## src/rtl/riscv_pkg.sv

```systemverilog
// Shared RV32I decode constants: opcodes, ALU/result encodings, ID/EX control-word layout
// and the immediate generator.
package riscv_pkg;

  localparam int unsigned XLEN  = 32;
  localparam int unsigned NREGS = 32;

  localparam logic [6:0] OP_R      = 7'b0110011;
  localparam logic [6:0] OP_I      = 7'b0010011;
  localparam logic [6:0] OP_LOAD   = 7'b0000011;
  localparam logic [6:0] OP_STORE  = 7'b0100011;
  localparam logic [6:0] OP_BRANCH = 7'b1100011;
  localparam logic [6:0] OP_JAL    = 7'b1101111;
  localparam logic [6:0] OP_JALR   = 7'b1100111;
  localparam logic [6:0] OP_LUI    = 7'b0110111;
  localparam logic [6:0] OP_AUIPC  = 7'b0010111;

  typedef enum logic [3:0] {
    ALU_ADD    = 4'd0,
    ALU_SUB    = 4'd1,
    ALU_AND    = 4'd2,
    ALU_OR     = 4'd3,
    ALU_XOR    = 4'd4,
    ALU_SLT    = 4'd5,
    ALU_SLTU   = 4'd6,
    ALU_SLL    = 4'd7,
    ALU_SRL    = 4'd8,
    ALU_SRA    = 4'd9,
    ALU_PASS_B = 4'd10
  } alu_ctrl_e;

  typedef enum logic [1:0] {
    RES_ALU = 2'b00,
    RES_MEM = 2'b01,
    RES_PC4 = 2'b10
  } result_src_e;

  // Ctrl word: {RegWrite,MemRead,MemWrite,ALUSrc,ResultSrc[1:0],Branch,Jump,ALUControl[3:0]}
  localparam int unsigned CTRL_W        = 12;
  localparam int unsigned CTRL_REGWRITE = 11;
  localparam int unsigned CTRL_MEMREAD  = 10;
  localparam int unsigned CTRL_MEMWRITE = 9;
  localparam int unsigned CTRL_ALUSRC   = 8;
  localparam int unsigned CTRL_RESSRC   = 6;
  localparam int unsigned CTRL_BRANCH   = 5;
  localparam int unsigned CTRL_JUMP     = 4;
  localparam int unsigned CTRL_ALUCTRL  = 0;

  typedef enum logic [2:0] {
    IMM_NONE,
    IMM_I,
    IMM_S,
    IMM_B,
    IMM_U,
    IMM_J
  } imm_sel_e;

  function automatic logic [XLEN-1:0] gen_imm(input imm_sel_e sel, input logic [31:0] inst);
    logic [XLEN-1:0] imm;
    imm = '0;
    case (sel)
      IMM_I:   imm = {{20{inst[31]}}, inst[31:20]};
      IMM_S:   imm = {{20{inst[31]}}, inst[31:25], inst[11:7]};
      IMM_B:   imm = {{19{inst[31]}}, inst[31], inst[7], inst[30:25], inst[11:8], 1'b0};
      IMM_U:   imm = {inst[31:12], 12'b0};
      IMM_J:   imm = {{11{inst[31]}}, inst[31], inst[19:12], inst[20], inst[30:21], 1'b0};
      default: imm = '0;
    endcase
    return imm;
  endfunction

endpackage

```

## src/rtl/reg_file.sv

```systemverilog
// 32 x XLEN register file, two combinational read ports, one synchronous write port.
// x0 reads as zero; a same-cycle writeback is bypassed to the read ports.
module reg_file
  import riscv_pkg::*;
(
  input  logic            clk,
  input  logic            rst,
  input  logic [4:0]      ra1,
  input  logic [4:0]      ra2,
  output logic [XLEN-1:0] rd1,
  output logic [XLEN-1:0] rd2,
  input  logic            we,
  input  logic [4:0]      wa,
  input  logic [XLEN-1:0] wd
);

  logic [XLEN-1:0] regs [NREGS];
  logic            wr_ok;

  assign wr_ok = we && (wa != '0);

  always_ff @(posedge clk) begin
    if (rst) begin
      for (int unsigned i = 0; i < NREGS; i++) regs[i] <= '0;
    end else if (wr_ok) begin
      regs[wa] <= wd;
    end
  end

  always_comb begin
    rd1 = '0;
    rd2 = '0;
    if (ra1 != '0) rd1 = (wr_ok && wa == ra1) ? wd : regs[ra1];
    if (ra2 != '0) rd2 = (wr_ok && wa == ra2) ? wd : regs[ra2];
  end

endmodule

```

## src/rtl/id_hazard.sv

```systemverilog
// RV32I decode stage: decode, register read, immediate generation, load-use hazard
// detection and the ID/EX pipeline register (stalls are realised as bubbles).
module id_hazard
  import riscv_pkg::*;
(
  input  logic                clk,
  input  logic                rst,
  input  logic [31:0]         Instruc_IFID,
  input  logic [XLEN-1:0]     PC_IFID,
  input  logic                flush_ID,
  input  logic                RegWrite_WB,
  input  logic [4:0]          Rd_WB,
  input  logic [XLEN-1:0]     Result_WB,
  output logic                PCWrite,
  output logic                Write_IFID,
  output logic [XLEN-1:0]     PC_IDEX,
  output logic [XLEN-1:0]     RD1_IDEX,
  output logic [XLEN-1:0]     RD2_IDEX,
  output logic [XLEN-1:0]     Imm_IDEX,
  output logic [4:0]          Rs1_IDEX,
  output logic [4:0]          Rs2_IDEX,
  output logic [4:0]          Rd_IDEX,
  output logic [CTRL_W-1:0]   Ctrl_IDEX,
  output logic [2:0]          Funct3_IDEX,
  output logic                Illegal_IDEX
);

  logic [6:0]        opcode;
  logic [2:0]        funct3;
  logic              alt;
  logic [4:0]        rs1_f, rs2_f, rd_f;

  logic [CTRL_W-1:0] ctrl_d;
  imm_sel_e          imm_sel;
  logic              uses_rs1, uses_rs2, has_f3, illegal_d;
  logic [4:0]        rs1_d, rs2_d, rd_d;
  logic [XLEN-1:0]   rd1_d, rd2_d, imm_d;
  logic              stall, bubble;

  assign opcode = Instruc_IFID[6:0];
  assign rd_f   = Instruc_IFID[11:7];
  assign funct3 = Instruc_IFID[14:12];
  assign rs1_f  = Instruc_IFID[19:15];
  assign rs2_f  = Instruc_IFID[24:20];
  assign alt    = Instruc_IFID[30];

  function automatic alu_ctrl_e alu_sel(input logic [2:0] f3, input logic alt_b, input logic sub_ok);
    alu_ctrl_e op;
    case (f3)
      3'b000:  op = (sub_ok && alt_b) ? ALU_SUB : ALU_ADD;
      3'b001:  op = ALU_SLL;
      3'b010:  op = ALU_SLT;
      3'b011:  op = ALU_SLTU;
      3'b100:  op = ALU_XOR;
      3'b101:  op = alt_b ? ALU_SRA : ALU_SRL;
      3'b110:  op = ALU_OR;
      default: op = ALU_AND;
    endcase
    return op;
  endfunction

  always_comb begin
    ctrl_d    = '0;
    imm_sel   = IMM_NONE;
    uses_rs1  = 1'b1;
    uses_rs2  = 1'b0;
    has_f3    = 1'b0;
    illegal_d = 1'b0;
    case (opcode)
      OP_R: begin
        ctrl_d[CTRL_REGWRITE]      = (rd_f != '0);
        ctrl_d[CTRL_ALUCTRL +: 4]  = alu_sel(funct3, alt, 1'b1);
        uses_rs2                   = 1'b1;
        has_f3                     = 1'b1;
      end
      OP_I: begin
        ctrl_d[CTRL_REGWRITE]      = (rd_f != '0);
        ctrl_d[CTRL_ALUSRC]        = 1'b1;
        ctrl_d[CTRL_ALUCTRL +: 4]  = alu_sel(funct3, alt, 1'b0);
        imm_sel                    = IMM_I;
        has_f3                     = 1'b1;
      end
      OP_LOAD: begin
        ctrl_d[CTRL_REGWRITE]      = (rd_f != '0);
        ctrl_d[CTRL_MEMREAD]       = 1'b1;
        ctrl_d[CTRL_ALUSRC]        = 1'b1;
        ctrl_d[CTRL_RESSRC +: 2]   = RES_MEM;
        ctrl_d[CTRL_ALUCTRL +: 4]  = ALU_ADD;
        imm_sel                    = IMM_I;
        has_f3                     = 1'b1;
      end
      OP_STORE: begin
        ctrl_d[CTRL_MEMWRITE]      = 1'b1;
        ctrl_d[CTRL_ALUSRC]        = 1'b1;
        ctrl_d[CTRL_ALUCTRL +: 4]  = ALU_ADD;
        imm_sel                    = IMM_S;
        uses_rs2                   = 1'b1;
        has_f3                     = 1'b1;
      end
      OP_BRANCH: begin
        ctrl_d[CTRL_BRANCH]        = 1'b1;
        ctrl_d[CTRL_ALUCTRL +: 4]  = ALU_SUB;
        imm_sel                    = IMM_B;
        uses_rs2                   = 1'b1;
        has_f3                     = 1'b1;
      end
      OP_JAL: begin
        ctrl_d[CTRL_REGWRITE]      = (rd_f != '0);
        ctrl_d[CTRL_RESSRC +: 2]   = RES_PC4;
        ctrl_d[CTRL_JUMP]          = 1'b1;
        ctrl_d[CTRL_ALUCTRL +: 4]  = ALU_ADD;
        imm_sel                    = IMM_J;
        uses_rs1                   = 1'b0;
      end
      OP_JALR: begin
        ctrl_d[CTRL_REGWRITE]      = (rd_f != '0);
        ctrl_d[CTRL_ALUSRC]        = 1'b1;
        ctrl_d[CTRL_RESSRC +: 2]   = RES_PC4;
        ctrl_d[CTRL_JUMP]          = 1'b1;
        ctrl_d[CTRL_ALUCTRL +: 4]  = ALU_ADD;
        imm_sel                    = IMM_I;
        has_f3                     = 1'b1;
      end
      OP_LUI: begin
        ctrl_d[CTRL_REGWRITE]      = (rd_f != '0);
        ctrl_d[CTRL_ALUSRC]        = 1'b1;
        ctrl_d[CTRL_ALUCTRL +: 4]  = ALU_PASS_B;
        imm_sel                    = IMM_U;
        uses_rs1                   = 1'b0;
      end
      OP_AUIPC: begin
        ctrl_d[CTRL_REGWRITE]      = (rd_f != '0);
        ctrl_d[CTRL_ALUSRC]        = 1'b1;
        ctrl_d[CTRL_ALUCTRL +: 4]  = ALU_ADD;
        imm_sel                    = IMM_U;
        uses_rs1                   = 1'b0;
      end
      // All-zero word is a flushed IF/ID slot, not an illegal instruction
      default: illegal_d = (Instruc_IFID != '0);
    endcase
  end

  // Unused source fields are zeroed so EX forwarding never matches on immediate bits
  assign rs1_d = uses_rs1 ? rs1_f : '0;
  assign rs2_d = uses_rs2 ? rs2_f : '0;
  assign rd_d  = ctrl_d[CTRL_REGWRITE] ? rd_f : '0;
  assign imm_d = gen_imm(imm_sel, Instruc_IFID);

  reg_file u_reg_file (
    .clk (clk),
    .rst (rst),
    .ra1 (rs1_d),
    .ra2 (rs2_d),
    .rd1 (rd1_d),
    .rd2 (rd2_d),
    .we  (RegWrite_WB),
    .wa  (Rd_WB),
    .wd  (Result_WB)
  );

  assign stall = Ctrl_IDEX[CTRL_MEMREAD] && (Rd_IDEX != '0) &&
                 ((uses_rs1 && Rd_IDEX == rs1_f) || (uses_rs2 && Rd_IDEX == rs2_f));
  assign bubble     = stall || flush_ID;
  assign PCWrite    = !(stall && !flush_ID);
  assign Write_IFID = !(stall && !flush_ID);

  always_ff @(posedge clk) begin
    if (rst || bubble) begin
      PC_IDEX      <= '0;
      RD1_IDEX     <= '0;
      RD2_IDEX     <= '0;
      Imm_IDEX     <= '0;
      Rs1_IDEX     <= '0;
      Rs2_IDEX     <= '0;
      Rd_IDEX      <= '0;
      Ctrl_IDEX    <= '0;
      Funct3_IDEX  <= '0;
      Illegal_IDEX <= 1'b0;
    end else begin
      PC_IDEX      <= PC_IFID;
      RD1_IDEX     <= rd1_d;
      RD2_IDEX     <= rd2_d;
      Imm_IDEX     <= imm_d;
      Rs1_IDEX     <= rs1_d;
      Rs2_IDEX     <= rs2_d;
      Rd_IDEX      <= rd_d;
      Ctrl_IDEX    <= ctrl_d;
      Funct3_IDEX  <= has_f3 ? funct3 : 3'b000;
      Illegal_IDEX <= illegal_d;
    end
  end

endmodule
```

## config.mk

```make
export PLATFORM = sky130hd
export DESIGN_NAME = id_hazard
export DESIGN_NICKNAME = d
export VERILOG_FILES = /design/src/rtl/riscv_pkg.sv /design/src/rtl/reg_file.sv /design/src/rtl/id_hazard.sv
export SDC_FILE = /design/constraint.sdc
export NUM_CORES = 2
export LEC_CHECK = 0
export BUFFER_PORTS_ARGS = -buffer_cell sky130_fd_sc_hd__buf_2
export CELL_PAD_IN_SITES_DETAIL_PLACEMENT = 1
export CELL_PAD_IN_SITES_GLOBAL_PLACEMENT = 1
export CORE_MARGIN = 2
export CORE_UTILIZATION = 47
export CTS_CLUSTER_SIZE = 14
export DETAILED_ROUTE_END_ITERATION = 12
export PLACE_DENSITY_LB_ADDON = 0.15
export SLEW_MARGIN = 0
export SYNTH_ARGS = -nofsm -noshare
export SYNTH_HDL_FRONTEND = slang
export SYNTH_HIERARCHICAL = 1
export SYNTH_SLANG_ARGS = --single-unit
```

## constraint.sdc

```tcl
create_clock -name clk -period 3.3 [get_ports clk]
set_input_delay 0.33 -clock clk [delete_from_list [all_inputs] [get_ports clk]]
set_output_delay 0.33 -clock clk [all_outputs]
set_load 0.02 [all_outputs]
```

==> flow_metrics.tcl <==
set metrics [dict create \
    status "finished clean" \
    worst-path-buf-inv 1 \
    setup_tns_ns 0 \
    synthTopCellsByArea "edfxtp_1, mux4_2, and2_1" \
    yosysUniqueCellTypes 82 \
    ant_nets 0 \
    power_density_nw_per_um2 510 \
    grt_start_max_net_pins 103 \
    rsz0062_at_grt "false" \
    switching_power_uw 9130 \
    clock_latency_ns 0.80 \
    worstHoldPathType "in2reg" \
    p_int_uw 27700 \
    setup_viol_count_final 0 \
    min_period_ns 3.14 \
    cp_max_fo 9 \
    layout.nets 4980 \
    slew_headroom 0.375 \
    die_w_um 364 \
    arrival_ns 2.81 \
    path_class "reg2out" \
    fmax_mhz 318 \
    maxCapViolCount 0 \
    power.static_leakage_uw 0.0264 \
    start_util 0.472 \
    finalHoldViolCount 0 \
    h-tree-depth 4 \
    path_clk_slew_ns 0.06 \
    rr_worst_depth 7 \
    drive_gt1_frac 0.284 \
    synth_area_um2 60900 \
    synth_edf_count 1024 \
    tightest_slew_ns 0.938 \
    drt-initial-drc-count 7249 \
    cts_made_buffers 137 \
    slowest_delay_ns 0.64 \
    ys.flop_type "edfxtp_1" \
    remaining_drc_errors 0 \
    slowest_stage "nor4_4" \
    cts_setup_buffers 0 \
    routed_wl_um 257000 \
    via_per_inst 6.76 \
    reg2reg_from "Rd_IDEX[1]" \
    port_buffers 265 \
    crit_path_end_kind "output pin" \
    coreArea_um2 129000 \
    syn_area_per_cell_um2 13.8 \
    yosys_warnings 6 \
    fin_skew_ns 0.0251 \
    synth_area_leader_cell "edfxtp_1" \
    synth.yosys.seq_area_share 0.557 \
    finalCritPeriodShare 0.952 \
    netlist.area_leader.share 0.505 \
    hpwl_um 161000 \
    gp_congestion 0.924 \
    p_sw_frac 0.248 \
    root_buffer "clkbuf_16" \
    total_power_uw 36800 \
    regToRegEndpoint "Imm_IDEX[2]" \
    slew_violations 0 \
    dr.pass1.iters 6 \
    grt_antenna_before_repair 28 \
    seqPwrFrac 0.474 \
    synthCells 4406 \
    wl_per_cell_um 38.1 \
    whs_endpoint "RD2_IDEX[18]" \
    combPwrFrac 0.103 \
    reg2reg_setup_slack_ns 0.31 \
    ios 266 \
    synth_common_cells "edfxtp_1, and2_1, mux4_2, mux2i_1, clkbuf_1" \
    crit_chain "xnor2_1 -> nand2_1 -> nor4_4 -> o21bai_1 -> buf_2" \
    crit_family "simple AND/OR/NAND/NOR gates" \
    clockBufferDepth 3 \
    grt_pass1_vias 45800 \
    synth-seq-cells 1182 \
    ir_worst_vdd_v 0.000529 \
    synthArstFlopShare 0 \
    track_usage 0.387 \
    grt_pass1_wl_um 356000 \
    grt-ovfl-total 0 \
    cp.required_ns 2.97 \
    pwr-share-clk 0.423 \
    hold_path_depth 4 \
    yosysMostFrequentCell "edfxtp_1" \
    vias 45600 \
    min_from "Result_WB[18]" \
    cts_tree "yes" \
    area_growth_pct 18.6 \
    fin_util 0.560 \
    die_area_um2 132000 \
    hold_ws_ns 0.0694 \
    setup.worst_path.start_class "flop" \
    num_rows 132 \
    cts_num_sinks 1182 \
    die_y_um 364 \
]
-- cells in the final DEF, fill, tap and decap left out, types with 63 or more instances in the layout --
master	netlist	final
buf_4	24	343
and3_1	141	141
buf_2	66	264
mux4_2	356	356
dlygate4sd3_1	0	63
nand2_1	165	165
mux2i_1	334	334
a22oi_1	67	67
buf_12	1	88
dfxtp_1	158	158
clkbuf_16	0	143
edfxtp_1	1024	1024
and2_1	972	962
a21oi_1	95	95
-- through the flow --
step | std cells | area [µm²] | setup WS (ns)
finish | 6744 | 72200 | 0.160
global route | 6730 | 72200 | 0.0286
CTS | 6728 | 72100 | 0.225
detailed placement | 6415 | 67000 | -0.189
global placement | 6415 | 67000 | -0.183
floorplan | 4437 | 61000 | 0.109
-- power groups by stage --
| stage | combinational, µW | clock (µW) | sequential, µW |
|---|---|---|---|
| after floorplan | 1960 | 0 | 17600 |
| after global placement | 3550 | 0 | 17700 |
| after detailed placement | 3600 | 0 | 17700 |
| after CTS | 3680 | 15700 | 17400 |
| after global routing | 3880 | 16300 | 17500 |
| final | 3780 | 15600 | 17500 |
-- cells by family after synthesis --
family                 count (synthesis)  share of synthesized area
flip-flops                          1182                      0.557
AND/OR/NAND/NOR                     1527                      0.147
buffers and inverters                464                     0.0359
XOR/XNOR                              21                    0.00302
other                                  1                  0.0000616
AO/OA/AOI/OAI                        474                     0.0585
multiplexers                         737                      0.198
-- how the worst max path moves through the flow --
| stage | from | to | slack (ns) | cells past startpoint |
|---|---|---|---|---|
| 6_report | Rd_IDEX[0] | Write_IFID | 0.16 | 5 |
| 5_1_grt | Rd_IDEX[0] | Write_IFID | 0.03 | 5 |
| 4_1_cts | Rd_IDEX[0] | PCWrite | 0.23 | 5 |
| 3_5_place_dp | Instruc_IFID[2] | RD2_IDEX[24] | -0.19 | 12 |
| 3_3_place_gp | Instruc_IFID[2] | RD2_IDEX[24] | -0.18 | 12 |
| 2_1_floorplan | Instruc_IFID[3] | RD2_IDEX[4] | 0.11 | 13 |
-- routing by layer --
layer	GRT usage	vias to the layer above	wire (µm)
li1	-	17700	-
met1	0.507	23600	94100
met2	0.593	3487	116000
met3	0.103	818	31900
met4	0.203	10	15300
met5	0	-	59
-- sequential cells by signal, summed over array words and instances, names as in the netlist, 5 cells and up --
signal,count
RD1_IDEX,32
Rs2_IDEX,5
u_reg_file/regs,1024
PC_IDEX,32
RD2_IDEX,32
Rd_IDEX,5
Ctrl_IDEX,11
Rs1_IDEX,5
Imm_IDEX,32
-- worst reg2reg max path, cell delays in order, from the launching register on --
cell,delay [ns]
dfxtp_1,0.37
or4_4,0.59
nor2_4,0.14
o41ai_4,0.09
buf_4,0.18
or4_1,0.72
a21oi_1,0.24
dlygate4sd3_1,0.58
-- layout make-up --
type	instances	area, µm²
diodes	16	40.0
clock buffers	200	4000
clock inverters	50	544
fillers	12400	56800
inverters	5	18.8
multi-input cells	2791	25200
flip-flops and latches	1182	33900
well taps	1742	2180
repair buffers	758	6290
-- repair_timing --
item                                    4_1_cts  5_1_grt
resized for setup                             1        0
endpoints found under the setup margin        2        0
hold endpoints to repair                     83        0
hold buffers                                 63        0
Power figures use the tool's default switching activity.
